File: config.mk
export PLATFORM = sky130hd
export DESIGN_NAME = display_timing_ctrl
export DESIGN_NICKNAME = d
export VERILOG_FILES = /design/src/rtl/display_timing_pkg.sv /design/src/rtl/axis_timing.sv /design/src/rtl/display_timing_ctrl.sv
export SDC_FILE = /design/constraint.sdc
export NUM_CORES = 1
export LEC_CHECK = 0
export CAP_MARGIN = 20
export CORE_MARGIN = 8
export CORE_UTILIZATION = 35
export CTS_BUF_LIST = sky130_fd_sc_hd__clkbuf_4 sky130_fd_sc_hd__clkbuf_8
export DETAILED_ROUTE_END_ITERATION = 6
export SYNTH_ARGS = -nofsm -noshare
export SYNTH_HDL_FRONTEND = slang
export SYNTH_SLANG_ARGS = --single-unit
File: constraint.sdc
create_clock -name clk -period 2.4 [get_ports clk]
set_clock_uncertainty 0.2 [all_clocks]
set_input_delay 0.48 -clock clk [delete_from_list [all_inputs] [get_ports clk]]
set_output_delay 0.48 -clock clk [all_outputs]
set_load 0.05 [all_outputs]
File: src/rtl/display_timing_pkg.sv
// Shared types and default 640x480@60 timing for the raster timing generator.
package display_timing_pkg;

  typedef enum logic [1:0] {ACTIVE, FRONT, SYNC, BACK} axis_state_t;

  localparam int unsigned DEF_H_ACTIVE = 640;
  localparam int unsigned DEF_H_FP     = 16;
  localparam int unsigned DEF_H_SYNC   = 96;
  localparam int unsigned DEF_H_BP     = 48;
  localparam int unsigned DEF_V_ACTIVE = 480;
  localparam int unsigned DEF_V_FP     = 10;
  localparam int unsigned DEF_V_SYNC   = 2;
  localparam int unsigned DEF_V_BP     = 33;

  // Counter width for an axis of the given total length (at least 1 bit).
  function automatic int unsigned axis_width(input int unsigned total);
    return (total > 1) ? $clog2(total) : 1;
  endfunction

endpackage

File: src/rtl/axis_timing.sv
// One raster axis: position counter plus ACTIVE/FRONT/SYNC/BACK segment FSM.
module axis_timing
  import display_timing_pkg::*;
#(
  parameter int unsigned Active = DEF_H_ACTIVE,
  parameter int unsigned Fp     = DEF_H_FP,
  parameter int unsigned Sync   = DEF_H_SYNC,
  parameter int unsigned Bp     = DEF_H_BP,
  localparam int unsigned Total = Active + Fp + Sync + Bp,
  localparam int unsigned W     = axis_width(Total)
) (
  input  logic         clk,
  input  logic         rst_n,
  input  logic         advance,
  output logic [W-1:0] count,
  output axis_state_t  state,
  output logic         last,
  output logic         wrap
);

  if (Active < 1 || Fp < 1 || Sync < 1 || Bp < 1) begin : g_bad_params
    $fatal(1, "axis_timing: every segment length must be at least 1");
  end

  localparam logic [W-1:0] ActEnd   = W'(Active - 1);
  localparam logic [W-1:0] FrontEnd = W'(Active + Fp - 1);
  localparam logic [W-1:0] SyncEnd  = W'(Active + Fp + Sync - 1);
  localparam logic [W-1:0] BackEnd  = W'(Total - 1);

  logic [W-1:0] r_count;
  axis_state_t  r_state;
  axis_state_t  w_state_d;
  logic [W-1:0] w_seg_end;
  logic         w_last;
  logic         w_wrap;

  always_ff @(posedge clk or negedge rst_n) begin
    if (!rst_n) begin
      r_count <= '0;
      r_state <= ACTIVE;
    end else if (advance) begin
      r_count <= w_wrap ? '0 : r_count + 1'b1;
      r_state <= w_state_d;
    end
  end

  always_comb begin
    w_state_d = r_state;
    if (w_last) begin
      unique case (r_state)
        ACTIVE:  w_state_d = FRONT;
        FRONT:   w_state_d = SYNC;
        SYNC:    w_state_d = BACK;
        BACK:    w_state_d = ACTIVE;
        default: w_state_d = ACTIVE;
      endcase
    end
  end

  always_comb begin
    w_seg_end = BackEnd;
    unique case (r_state)
      ACTIVE:  w_seg_end = ActEnd;
      FRONT:   w_seg_end = FrontEnd;
      SYNC:    w_seg_end = SyncEnd;
      BACK:    w_seg_end = BackEnd;
      default: w_seg_end = BackEnd;
    endcase
    w_last = (r_count == w_seg_end);
    w_wrap = w_last && (r_state == BACK);
  end

  assign count = r_count;
  assign state = r_state;
  assign last  = w_last;
  assign wrap  = w_wrap;

endmodule

File: src/rtl/display_timing_ctrl.sv
// Raster timing generator: two axis counters and the registered sync/active/strobe decode.
module display_timing_ctrl
  import display_timing_pkg::*;
#(
  parameter int unsigned H_ACTIVE = DEF_H_ACTIVE,
  parameter int unsigned H_FP     = DEF_H_FP,
  parameter int unsigned H_SYNC   = DEF_H_SYNC,
  parameter int unsigned H_BP     = DEF_H_BP,
  parameter int unsigned V_ACTIVE = DEF_V_ACTIVE,
  parameter int unsigned V_FP     = DEF_V_FP,
  parameter int unsigned V_SYNC   = DEF_V_SYNC,
  parameter int unsigned V_BP     = DEF_V_BP,
  parameter bit          SYNC_POL = 1'b0,
  localparam int unsigned H_TOTAL = H_ACTIVE + H_FP + H_SYNC + H_BP,
  localparam int unsigned V_TOTAL = V_ACTIVE + V_FP + V_SYNC + V_BP,
  localparam int unsigned XW      = axis_width(H_TOTAL),
  localparam int unsigned YW      = axis_width(V_TOTAL)
) (
  input  logic          clk,
  input  logic          rst_n,
  input  logic          enable,
  output logic          hsync,
  output logic          vsync,
  output logic          active,
  output logic [XW-1:0] x,
  output logic [YW-1:0] y,
  output logic          line_start,
  output logic          frame_start
);

  logic [XW-1:0] w_h;
  logic [YW-1:0] w_v;
  axis_state_t   w_h_state;
  axis_state_t   w_v_state;
  logic          w_h_last;
  logic          w_h_wrap;
  logic          w_v_last;
  logic          w_v_wrap;
  logic          w_unused;

  logic          r_hsync;
  logic          r_vsync;
  logic          r_active;
  logic [XW-1:0] r_x;
  logic [YW-1:0] r_y;
  logic          r_line_start;
  logic          r_frame_start;

  axis_timing #(
    .Active (H_ACTIVE),
    .Fp     (H_FP),
    .Sync   (H_SYNC),
    .Bp     (H_BP)
  ) u_h_axis (
    .clk     (clk),
    .rst_n   (rst_n),
    .advance (enable),
    .count   (w_h),
    .state   (w_h_state),
    .last    (w_h_last),
    .wrap    (w_h_wrap)
  );

  // Vertical axis steps once per completed line.
  axis_timing #(
    .Active (V_ACTIVE),
    .Fp     (V_FP),
    .Sync   (V_SYNC),
    .Bp     (V_BP)
  ) u_v_axis (
    .clk     (clk),
    .rst_n   (rst_n),
    .advance (enable && w_h_wrap),
    .count   (w_v),
    .state   (w_v_state),
    .last    (w_v_last),
    .wrap    (w_v_wrap)
  );

  assign w_unused = ^{w_h_last, w_v_last, w_v_wrap};

  always_ff @(posedge clk or negedge rst_n) begin
    if (!rst_n) begin
      r_hsync       <= ~SYNC_POL;
      r_vsync       <= ~SYNC_POL;
      r_active      <= 1'b0;
      r_x           <= '0;
      r_y           <= '0;
      r_line_start  <= 1'b0;
      r_frame_start <= 1'b0;
    end else if (enable) begin
      r_hsync       <= (w_h_state == SYNC) ? SYNC_POL : ~SYNC_POL;
      r_vsync       <= (w_v_state == SYNC) ? SYNC_POL : ~SYNC_POL;
      r_active      <= (w_h_state == ACTIVE) && (w_v_state == ACTIVE);
      r_x           <= w_h;
      r_y           <= w_v;
      r_line_start  <= (w_h == '0);
      r_frame_start <= (w_h == '0) && (w_v == '0);
    end
  end

  assign hsync       = r_hsync;
  assign vsync       = r_vsync;
  assign active      = r_active;
  assign x           = r_x;
  assign y           = r_y;
  assign line_start  = r_line_start;
  assign frame_start = r_frame_start;

endmodule

==> run summary, run 1 <==
clock slew seen by the registers of the worst setup and hold paths: 100 ps
vias in the first global route: 1821
commonest non-fill, non-tap cell in the layout: dfrtp_1
Initial Utilization: 0.353
cells on worst reg2reg path: 7
Hold Path Class: register to register
Sink Count: 49
post-route ant nets: 0
max incr delay on CP: 800 ps
post-DR vias/cell: 4.93
worst skew pair latency: 300 ps
Critical Path AT: 1640 ps
DRC: 0
total negative setup slack: 0 ps
Final Hold Fails: 0
cell depth of the worst setup path: 1
H-tree Lvls: 2
# Max-Cap Violations: 0
power share of the combinational group: 0.238
initial DRC count: 58
Die X: 101 um
Die Y-Extent: 101 um
pin count of the biggest net entering global routing: 27
Top Ports: 28
die area: 0.0101 mm^2
register area share after synthesis: 0.490
EDFF count, synth: 0
highest clock rate: 432 MHz
DR vias: 1823
drt pass-1 iters: 4
register bit total from synthesis: 49
Critical Path End Type: output pin
status: complete, no violations
sequential power share: 0.477
Core Util, Final: 0.447
post-layout instance area: 0.00317 mm^2
Synth Area per Inst: 11.1 um^2
Yosys top cell area share: 0.469
grt ovf: 0
Mapped Area: 0.00251 mm^2
Switching Fraction: 0.324
Buffers on Ports: 27
Net Switching: 0.700 mW
hold slack: 274 ps
Num CTS Buffers: 5
initial antenna violation count: 0
Max Transition Viols Final: 0
CTS tree: yes
Routed WL per cell: 14.3 um
commonest non-fill, non-tap cells in the layout: 47 x dfrtp_1, 25 x clkdlybuf4s50_1, 21 x mux2_2
Inserted Diodes: 0
final wirelength: 5280 um
Slew HR: 0.614
family with the most delay on the worst path: buffers and inverters
synth-to-layout area growth: 26.5%
post-route minimum period: 2320 ps
Hold Crit Depth: 2
synthesized net count: 243
largest area contributor in the netlist: dfrtp_1
CORE AREA: 0.00710 mm^2
P_int: 1.46 mW
Placer Congestion: 0.772
ys async rst share: 1.00
final cycle utilization of the critical path: 0.965
Worst Tran Pin Value: 579 ps
CP required: 1720 ps
root buffer cell: clkbuf_8
worst path bufs/invs: 1
top cells by area, synth: dfrtp_1 47%, mux2_2 9.4%, ha_1 6.5%
Static Leak: 1.36 nW
crit path max fanout: 2
Max Root-Sink Buffers: 2
dpl hpwl: 3920 um
Synth Flop Type: dfrtp_1
pwr dens: 679 mW/mm^2
VDD IR-drop max: 0.000658 V
nets@finish: 286
critical path type: register to output pin
layout cells sized above 1: 0.251
first-pass GRT wire length: 8800 um
cell count after synthesis: 227
crit path cell chain: clkdlybuf4s50_1
RSZ-0062 raised after global routing: false
All-Layer GR Usage: 0.108
dpl cell area: 0.00297 mm^2
final setup vio count: 0
clock share of power: 0.286
CP max-delay cell: clkdlybuf4s50_1
startpoint types: register
yosys warns: 0
Rows: 31
Distinct cells, synth: 42
[area by class of cell]
type | count | area, um^2
Timing Repair Buffer | 46 | 424
Clock buffer | 6 | 82.6
Multi-Input combinational cell | 152 | 1220
Inverter | 16 | 60.1
Fill cell | 669 | 3920
Tap cell | 99 | 124
Sequential cell | 49 | 1230
Clock inverter | 2 | 37.5
[stage by stage]
step	instances	power, mW	setup WS, ps
floorplan	227	1.37	90.0
global placement	358	1.55	57.4
detailed placement	358	1.56	23.2
CTS	367	2.18	25.9
global route	370	2.27	7.13
finish	370	2.16	83.3
[power groups by stage]
stage | Clock (mW) | Combinational (mW) | Sequential (mW)
after detailed placement | 0 | 0.512 | 1.05
final | 0.616 | 0.512 | 1.03
after global routing | 0.663 | 0.552 | 1.05
after global placement | 0 | 0.510 | 1.04
after CTS | 0.637 | 0.516 | 1.03
after floorplan | 0 | 0.188 | 1.19
[logic make-up (layout without fill, tap and decap cells)]
| family | after synthesis | count (layout) | share of synthesized area |
|---|---|---|---|
| adder cells (fa/ha/maj) | 13 | 13 | 0.0648 |
| buffers and inverters | 26 | 70 | 0.0454 |
| XOR/XNOR | 11 | 11 | 0.0384 |
| multiplexers | 28 | 28 | 0.123 |
| flip-flops | 49 | 49 | 0.490 |
| AND/OR/NAND/NOR | 73 | 73 | 0.158 |
| AO/OA/AOI/OAI | 27 | 27 | 0.0813 |
[timing repair]
action | in CTS | in global routing
pin swaps | 0 | 6
gates cloned | 0 | 0
endpoints found under the setup margin | 1 | 7
gates resized for setup | 1 | 10
hold buffers | 1 | 0
buffers inserted | 0 | 3
hold endpoints to repair | 21 | 0
[Yosys cell counts (2+ instances only)]
master     instances
inv_1             16
o31ai_1            3
nor2_1            17
a22o_1             2
nand3_1            7
xor2_1             5
a2bb2oi_1          4
mux2_2            21
mux2i_1            6
nand4_1            6
dfrtp_1           47
buf_2              5
or3_1              3
nor4_1             2
nor3_1             3
xnor2_1            6
dfstp_2            2
o311ai_0           2
nand4b_1           2
ha_1              13
nand2_1           18
nand3b_1           3
and4_1             3
o21ai_0           10
clkbuf_1           4
[layer usage]
layer  part of all wire  track usage  wire [um]  vias up
li1                   -            -          -      882
met1               0.45        0.130       2370      909
met2               0.51        0.184       2710       28
met3              0.033       0.0262        176        4
met4             0.0036       0.0291         19        0
met5                  0            0          0        -
[flip-flops by register name (all words and copies together) (netlist names)]
register        cells
line_start          1
active              1
u_h_axis.count     10
u_v_axis.count     10
y                  10
vsync               1
x                  10
u_v_axis.state      2
hsync               1
u_h_axis.state      2
frame_start         1
[path summary, 6_finish.rpt]
path                       slack, ps                          start                             to
min in group asynchronous        520                          rst_n  u_v_axis.state[0]$_DFFE_PN0P_
max reg2reg                       90  u_h_axis.state[1]$_DFFE_PN0P_  u_v_axis.count[9]$_DFFE_PN0P_
min                              270              vsync$_DFFE_PN1P_              vsync$_DFFE_PN1P_
max in group asynchronous        940                          rst_n               y[9]$_DFFE_PN0P_
min reg2reg                      270              vsync$_DFFE_PN1P_              vsync$_DFFE_PN1P_
max                               80              vsync$_DFFE_PN1P_                          vsync
Note: power is estimated with default switching activity, not from simulation.
==> run 2, diff against run 1 <==
--- a/config.mk
+++ b/config.mk
@@ -5,8 +5,8 @@
 export SDC_FILE = /design/constraint.sdc
 export NUM_CORES = 1
 export LEC_CHECK = 0
-export CAP_MARGIN = 20
-export CORE_MARGIN = 8
+export CAP_MARGIN = 10
+export CORE_MARGIN = 10
 export CORE_UTILIZATION = 35
 export CTS_BUF_LIST = sky130_fd_sc_hd__clkbuf_4 sky130_fd_sc_hd__clkbuf_8
 export DETAILED_ROUTE_END_ITERATION = 6
==> run summary, run 2 (synthesis results as in run 1) <==
status: complete, no violations (unchanged)
DR vias: 1784 (was 1823)
CTS tree: yes (unchanged)
root buffer cell: clkbuf_8 (unchanged)
Hold Path Class: register to register (unchanged)
All-Layer GR Usage: 0.0991 (was 0.108)
post-route minimum period: 2310 ps (was 2320 ps)
initial antenna violation count: 0 (unchanged)
Multi-input gate area: 0.00123 mm^2 (was 0.00122 mm^2)
crit path max fanout: 2 (unchanged)
DRC: 0 (unchanged)
commonest non-fill, non-tap cells in the layout: 47 x dfrtp_1, 25 x clkdlybuf4s50_1, 21 x mux2_2, 19 x buf_4, 18 x nand2_1 (was 47 x dfrtp_1, 25 x clkdlybuf4s50_1, 21 x mux2_2)
total negative setup slack: 0 ps (unchanged)
crit path cell chain: clkdlybuf4s50_1 (unchanged)
drt pass-1 iters: 4 (unchanged)
Inserted Diodes: 0 (unchanged)
final setup vio count: 0 (unchanged)
Fillers: 638 (was 669)
Net Switching: 0.688 mW (was 0.700 mW)
Core Util, Final: 0.458 (was 0.447)
max incr delay on CP: 800 ps (about the same)
commonest non-fill, non-tap cell in the layout: dfrtp_1 (unchanged)
Final Hold Fails: 0 (unchanged)
CORE AREA: 0.00687 mm^2 (was 0.00710 mm^2)
Num CTS Buffers: 5 (unchanged)
sequential power share: 0.503 (was 0.477)
hold slack: 272 ps (was 274 ps)
clock slew seen by the registers of the worst setup and hold paths: 80 ps (was 100 ps)
Max Transition Viols Final: 0 (unchanged)
highest clock rate: 433 MHz (was 432 MHz)
pwr dens: 651 mW/mm^2 (was 679 mW/mm^2)
cell depth of the worst setup path: 1 (unchanged)
# Max-Cap Violations: 0 (unchanged)
cells on worst reg2reg path: 6 (was 7)
Switching Fraction: 0.336 (was 0.324)
CP required: 1720 ps (about the same)
VDD IR-drop max: 0.000542 V (was 0.000658 V)
nets@finish: 287 (was 286)
Critical Path End Type: output pin (unchanged)
dpl hpwl: 4030 um (was 3920 um)
post-layout instance area: 0.00315 mm^2 (was 0.00317 mm^2)
Max Root-Sink Buffers: 2 (unchanged)
Hold Crit Depth: 2 (unchanged)
Critical Path AT: 1630 ps (was 1640 ps)
initial DRC count: 67 (was 58)
Static Leak: 1.36 nW (about the same)
family with the most delay on the worst path: buffers and inverters (unchanged)
Die X: 105 um (was 101 um)
critical path type: register to output pin (unchanged)
layout cells sized above 1: 0.257 (was 0.251)
die area: 0.0110 mm^2 (was 0.0101 mm^2)
Rows: 30 (was 31)
Die Y-Extent: 105 um (was 101 um)
final cycle utilization of the critical path: 0.962 (was 0.965)
worst skew pair latency: 300 ps (about the same)
post-route ant nets: 0 (unchanged)
grt ovf: 0 (unchanged)
clock share of power: 0.246 (was 0.286)
Placer Congestion: 0.861 (was 0.772)
power share of the combinational group: 0.251 (was 0.238)
pin count of the biggest net entering global routing: 22 (was 27)
P_int: 1.36 mW (was 1.46 mW)
post-DR vias/cell: 4.85 (was 4.93)
H-tree Lvls: 2 (unchanged)
worst path bufs/invs: 1 (unchanged)
Top Ports: 28 (unchanged)
Sink Count: 49 (unchanged)
startpoint types: register (unchanged)
first-pass GRT wire length: 9210 um (was 8800 um)
Initial Utilization: 0.365 (was 0.353)
RSZ-0062 raised after global routing: false (unchanged)
FF/Latch Area: 0.00123 mm^2 (unchanged)
vias in the first global route: 1892 (was 1821)
Buffers on Ports: 27 (unchanged)
final wirelength: 5310 um (was 5280 um)
Worst Tran Pin Value: 517 ps (was 579 ps)
Routed WL per cell: 14.4 um (was 14.3 um)
synth-to-layout area growth: 25.4% (was 26.5%)
Slew HR: 0.654 (was 0.614)
CP max-delay cell: clkdlybuf4s50_1 (unchanged)
dpl cell area: 0.00297 mm^2 (about the same)
-- run 2: changes by cell type in the layout (fill, tap and decap cells not counted), moves of 2 or more --
cell	change
clkbuf_4	+3
a2bb2oi_1	-2
a2bb2oi_2	+2
buf_4	+2
-- run 2: final timing paths --
kind,startpoint,endpoint,slack [ps]
setup / recovery,vsync$_DFFE_PN1P_,vsync,90
hold reg to reg,hsync$_DFFE_PN1P_,hsync$_DFFE_PN1P_,270
min in group asynchronous,rst_n,y[2]$_DFFE_PN0P_,460
setup reg to reg,u_v_axis.state[0]$_DFFE_PN0P_,u_v_axis.state[1]$_DFFE_PN0P_,130
max in group asynchronous,rst_n,vsync$_DFFE_PN1P_,890
hold / removal,hsync$_DFFE_PN1P_,hsync$_DFFE_PN1P_,270
-- run 2: repair_timing --
item,in CTS,in global routing
setup endpoints to repair,0,12
endpoints found under the hold margin,18,0
setup buffers,0,1
resized for setup,0,14
hold buffers,1,0
-- run 2: stage by stage --
stage,worst slack (ps),power [mW],cells
final,90.3,2.05,368
after global placement,16.5,1.56,358
after detailed placement,8.80,1.56,358
after floorplan,90.0,1.37,227
after CTS,1.54,2.07,367
after global routing,2.59,2.16,368
-- run 2: metal layers --
layer	global-route usage	vias to the layer above	part of all wire
met1	0.116	868	0.45
met2	0.169	26	0.49
met3	0.0295	7	0.048
met4	0.0333	0	0.012
li1	-	883	-
met5	0	-	0
-- run 2: worst min-delay path, delay by kind of cell, from the launching register on --
kind / cells / cell delay [ps]
DFF: 1 / 380
muxes: 1 / 60
buffers and inverters: 1 / 40
-- run 2: area by class of cell --
type                    instances  share of cell area
clock buffers                   8              0.0290
inverters                      16              0.0191
multi-input cells             152               0.390
well taps                      96              0.0382
repair buffers                 47               0.133
flip-flops and latches         49               0.391
-- run 2: power by group through the flow --
stage / combinational (mW) / clock [mW] / sequential [mW]
floorplan: 0.188 / 0 / 1.19
global placement: 0.512 / 0 / 1.04
detailed placement: 0.514 / 0 / 1.04
CTS: 0.517 / 0.523 / 1.03
global route: 0.557 / 0.559 / 1.05
finish: 0.514 / 0.504 / 1.03
